===== src/rtl/ripple_count_monitor.sv =====
// ripple_count_monitor: settles a raw ripple counter into clk, tracks +/-1 steps and extends it with a wrap word
// Ports:
//   clk                 system clock, rising edge
//   rst                 asynchronous reset, active-low
//   cnt_in, updown_in   raw counter value and direction, asynchronous to clk
//   clr                 synchronous return to INIT; clears the wrap word and the filter
//   valid               q_stable/ext_count hold an accepted value
//   q_stable            last accepted counter value
//   ext_count           {ext_hi, q_stable}
//   wrap_up, wrap_dn    one-cycle pulses on an accepted MAX->0 / 0->MAX step
//   step_err, dir_err   one-cycle pulses on an illegal step / a legal step against updown
module ripple_count_monitor #(
   parameter int CNT_W         = 4,
   parameter int EXT_W         = 8,
   parameter int STABLE_CYCLES = 2
) (
   input  logic                   clk,
   input  logic                   rst,
   input  logic [CNT_W-1:0]       cnt_in,
   input  logic                   updown_in,
   input  logic                   clr,
   output logic                   valid,
   output logic [CNT_W-1:0]       q_stable,
   output logic [EXT_W+CNT_W-1:0] ext_count,
   output logic                   wrap_up,
   output logic                   wrap_dn,
   output logic                   step_err,
   output logic                   dir_err
);
   localparam int SC_W = $clog2(STABLE_CYCLES + 1);
   localparam logic [SC_W-1:0] SC_MAX = SC_W'(STABLE_CYCLES);
   localparam logic [SC_W-1:0] SC_ACC = SC_W'(STABLE_CYCLES - 1);
   typedef enum logic {INIT, TRACK} state_t;
   state_t           state, state_nxt;
   logic [CNT_W-1:0] s1_cnt, s2_cnt, s2d_cnt, q_nxt, delta;
   logic             s1_ud, s2_ud;
   logic [2:0]       fill;
   logic [SC_W-1:0]  stab_cnt, stab_nxt;
   logic [EXT_W-1:0] ext_hi, ext_nxt;
   logic             same, settled, accept, trk_acc, is_up, is_dn;
   logic             wu_nxt, wd_nxt, se_nxt, de_nxt;
   // fill marks which pipeline stages hold real samples since reset, so the
   // reset zeros in s2/s2d are never mistaken for a settled counter value
   always_comb begin
      same      = fill[2] && (s2_cnt == s2d_cnt);
      stab_nxt  = !same ? '0 : (stab_cnt == SC_MAX) ? SC_MAX : stab_cnt + SC_W'(1);
      settled   = (STABLE_CYCLES == 1) ? fill[1] : same && (stab_nxt == SC_ACC);
      accept    = settled && (state == INIT || s2_cnt != q_stable);
      delta     = s2_cnt - q_stable;
      is_up     = delta == CNT_W'(1);
      is_dn     = delta == '1;
      state_nxt = clr ? INIT : accept ? TRACK : state;
      q_nxt     = (!clr && accept) ? s2_cnt : q_stable;
      trk_acc   = !clr && accept && state == TRACK;
      wu_nxt    = trk_acc && is_up && q_stable == '1;
      wd_nxt    = trk_acc && is_dn && q_stable == '0;
      se_nxt    = trk_acc && !is_up && !is_dn;
      de_nxt    = trk_acc && (is_up ? !s2_ud : is_dn && s2_ud);
      ext_nxt   = clr ? '0 : ext_hi + EXT_W'(wu_nxt) - EXT_W'(wd_nxt);
   end
   always_ff @(posedge clk or negedge rst) begin
      if (!rst) begin
         s1_cnt   <= '0;
         s2_cnt   <= '0;
         s2d_cnt  <= '0;
         s1_ud    <= 1'b0;
         s2_ud    <= 1'b0;
         fill     <= '0;
         stab_cnt <= '0;
         state    <= INIT;
         q_stable <= '0;
         ext_hi   <= '0;
         wrap_up  <= 1'b0;
         wrap_dn  <= 1'b0;
         step_err <= 1'b0;
         dir_err  <= 1'b0;
      end else begin
         s1_cnt   <= cnt_in;
         s2_cnt   <= s1_cnt;
         s2d_cnt  <= s2_cnt;
         s1_ud    <= updown_in;
         s2_ud    <= s1_ud;
         fill     <= {fill[1:0], 1'b1};
         stab_cnt <= clr ? '0 : stab_nxt;
         state    <= state_nxt;
         q_stable <= q_nxt;
         ext_hi   <= ext_nxt;
         wrap_up  <= wu_nxt;
         wrap_dn  <= wd_nxt;
         step_err <= se_nxt;
         dir_err  <= de_nxt;
      end
   end
   assign valid     = state == TRACK;
   assign ext_count = {ext_hi, q_stable};
endmodule


===== config.mk =====
export PLATFORM = sky130hd
export DESIGN_NAME = ripple_count_monitor
export DESIGN_NICKNAME = d
export VERILOG_FILES = /design/src/rtl/ripple_count_monitor.sv
export SDC_FILE = /design/constraint.sdc
export NUM_CORES = 1
export LEC_CHECK = 0
export BUFFER_PORTS_ARGS = -buffer_cell sky130_fd_sc_hd__buf_2
export CAP_MARGIN = 20
export CORE_MARGIN = 2
export CORE_UTILIZATION = 43
export CTS_CLUSTER_SIZE = 8
export DETAILED_ROUTE_END_ITERATION = 10
export SYNTH_ARGS = -nofsm -noshare
export SYNTH_HDL_FRONTEND = slang
export SYNTH_SLANG_ARGS = --single-unit
export TNS_END_PERCENT = 50

===== constraint.sdc =====
create_clock -name clk -period 3.7 [get_ports clk]
set_input_delay 0.185 -clock clk [delete_from_list [all_inputs] [get_ports clk]]
set_output_delay 0.185 -clock clk [all_outputs]
set_load 0.02 [all_outputs]

==> flow_summary_export.csv <==
group,metric,value,unit
outcome,run_status,"complete, no violations",
hold_path,worstHoldStart,"cnt_in[2]",
yosys,post-synth-top-area-cell,"dfrtp_1",
yosys,yosysMostFrequentCell,"dfrtp_1",
placement,dp_cell_count,221,
sta,unrepaired_setup_endpoints_after_global_routing,"no",
route,firstDrtPassIters,4,
yosys,ys_flop_type,"dfrtp_1",
yosys,synth_cell_type_count,36,
critical_path,timing.rr.end,"ext_hi[6]$_DFF_PN0_",
clock_network,cts.clk_slew.worst_paths,0.07,ns
sta,final.min_clock_period,3.38,ns
pwr,finalPower,1150,uW
global_route,number_of_global_route_vias_before_repair,1157,
global_route,grt_remaining_overflow,0,
pwr,power.ir.vdd_worst,249,uV
critical_path,worst_ep_arrival_time,3.55,ns
sta,hold_violations,0,
critical_path,crit_path_start_kind,"flop",
critical_path,cp_max_fo,4,
yosys,syn-num-nets,171,
sta,setup_tns,0,ns
sta,drv_slew,0,
clock_network,root_driver,"clkbuf_8",
clock_network,cts_tree,"done",
final_layout,stdcell_count,234,
yosys,synth.yosys.seq_area_share,0.521,
sta,finalCritPeriodShare,0.913,
route,via_count,1182,
critical_path,cp-end-kind,"flop",
pwr,cellLeakagePower,0.00105,uW
yosys,mean_post_synth_cell_area,11.6,um2
yosys,number_of_instances_in_the_synthesized_netlist,149,
floorplanning,initial_utilization,0.438,
yosys,netlist.area_leader.share,0.521,
hold_path,hold_end,"s1_cnt[2]$_DFF_PN0_",
route,via_cell_ratio,5.05,
placement,place.detailed.hpwl,2160,um
global_route,global_route_wire_length_before_repair,4920,um
route,iter_0_drt_violations,54,
route,wirelength,2880,um
critical_path,cp.required,3.87,ns
hold_path,hold_path.class,"input port to flop",
global_route,grt_max_degree,37,
yosys,yosysWarningCount,0,
floorplanning,chipWidth,67.4,um
yosys,synth_area,1730,um2
sta,maxSlewHeadroom,0.498,
yosys,ys_ff_latch,36,
route,wire_per_inst,12.3,um
clock_network,clock_sinks,36,
global_route,antenna_found_initial,0,
yosys,synth.top_cells.by_area,"dfrtp_1 (52%), ha_1 (8.7%), xor2_1 (4.1%), inv_1 (3.9%), mux2_4 (3.5%)",
yosys,async_flop_share,1.00,
critical_path,reg2reg_setup_slack,0.32,ns
clock_network,cts_buffer_depth,2,
critical_path,reg2reg_start,"s2_cnt[2]$_DFF_PN0_",
sta,fmax,296,MHz
floorplanning,core_region_area,3940,um2
floorplanning,floorplan.die_area,4540,um2
floorplanning,io_pins,29,
final_layout,antenna_cells,0,
route,drt.antenna.violating_nets,0,
sta,worstMarginPinSlew,0.753,ns
clock_network,cts_buffers,5,
floorplanning,fp.dieH,67.4,um
route,drc_errors,0,
global_route,grtUsageTotal,0.146,
clock_network,clk_latency,0.28,ns
placement,weighted_congestion_reported_at_the_end_of_routability_driven_placement,0.831,
critical_path,criticalPathCategory,"flop to flop",
critical_path,rr_worst_depth,13,
clock_network,postCtsSetupRepairBufs,0,
final_layout,layout.nets,205,
final_layout,final_layout_size_suffix_gt1_frac,0.239,
floorplanning,std_cell_rows,23,
clock_network,cts_max_level,2,
job,cap_violations,0,
yosys,yosys-top-cells-count,"dfrtp_1 (36), inv_1 (18), ha_1 (12)",
sta,skew,0.00762,ns
pwr,power_density,546,nW/um2
sta,finalSetupViolations,0,
hold_path,hold_path_depth,1,
placement,numPortBuffers,28,
final_layout,area.growth.synth_to_final,21.7,%
yosys,synth-edff-count,0,
==> report_power, final <==
part	internal [uW]	switching [uW]	total, uW
combinational	90.3	139	229
sequential	418	28.0	446
clock	337	136	474
total	845	303	1150
==> placed cells by master, fill, tap and decap left out, types with 4 or more instances in the layout <==
cell           instances
mux2_4                 4
inv_1                 18
dfrtp_1               36
buf_2                 28
xor2_1                 7
ha_1                  12
a21oi_1                4
nor2_1                10
clkbuf_8               5
xnor2_1                4
nand2_1                4
dlygate4sd3_1          5
==> cells by family after synthesis <==
kind of cell,Yosys count,share of synthesized area
compound gates,15,0.0594
xor+xnor,12,0.0608
fa+ha+maj,14,0.110
buf+inv,24,0.0652
flops,36,0.521
mux,4,0.0348
other cells,1,0.00217
simple gates,43,0.146
==> flip-flops by register name, summed over array words and instances, names as in the netlist <==
name	cells
dir_err	1
ext_hi	8
fill	3
q_stable	4
s1_cnt	4
s1_ud	1
s2_cnt	4
s2_ud	1
s2d_cnt	4
stab_cnt	2
step_err	1
valid	1
wrap_dn	1
wrap_up	1
==> how the worst max path moves through the flow <==
stage,cells past startpoint,start,to
2_1_floorplan,15,q_stable[2]$_DFFE_PN0N_,ext_hi[6]$_DFF_PN0_
3_5_place_dp,15,q_stable[2]$_DFFE_PN0N_,ext_hi[6]$_DFF_PN0_
4_1_cts,15,q_stable[2]$_DFFE_PN0N_,ext_hi[6]$_DFF_PN0_
6_report,13,s2_cnt[2]$_DFF_PN0_,ext_hi[6]$_DFF_PN0_
5_1_grt,16,s2_cnt[0]$_DFF_PN0_,ext_hi[6]$_DFF_PN0_
3_3_place_gp,15,q_stable[2]$_DFFE_PN0N_,ext_hi[6]$_DFF_PN0_
==> per-layer routing <==
layer  up-vias  routed length [um]  GRT usage
li1        570                   -          -
met3        11                 134     0.0400
met4         0                  82     0.0893
met5         -                   0          0
met2        32                1350      0.234
met1       569                1310      0.175
==> worst max-delay path, cell delays in order (launching register included) <==
cell,delay [ns]
dfrtp_1,0.43
xor2_1,0.17
nor3b_2,0.19
nand4_1,0.19
nor4_1,0.55
nand3_1,0.15
ha_1,0.32
inv_1,0.04
ha_1,0.19
fa_1,0.40
a21o_1,0.18
a21oi_1,0.24
or4_1,0.16
nand3_1,0.07
==> final cells by class <==
cell class,instances,area (um2)
fill,341,1840
sequential,36,901
multi-input combinational,89,722
timing repair buffer,33,190
clock inverter,3,90.1
clock buffer,5,68.8
inverter,18,67.6
tap,50,62.6
==> stage by stage <==
stage,hold slack [ns],cell area [um2],util,worst slack (ns)
floorplan,-0.111,1730,-,0.414
global placement,0.293,1890,0.478,0.405
detailed placement,0.296,1890,0.478,0.293
CTS,0.000900,2090,0.531,0.299
global route,0.000219,2100,0.533,0.0314
finish,0.0146,2100,0.533,0.323
==> repair_timing <==
item	in CTS	in global routing
setup endpoints to repair	0	2
hold buffers	5	0
endpoints found under the hold margin	24	0
resized for setup	0	1
No activity file was read; power rests on OpenSTA's default activity.
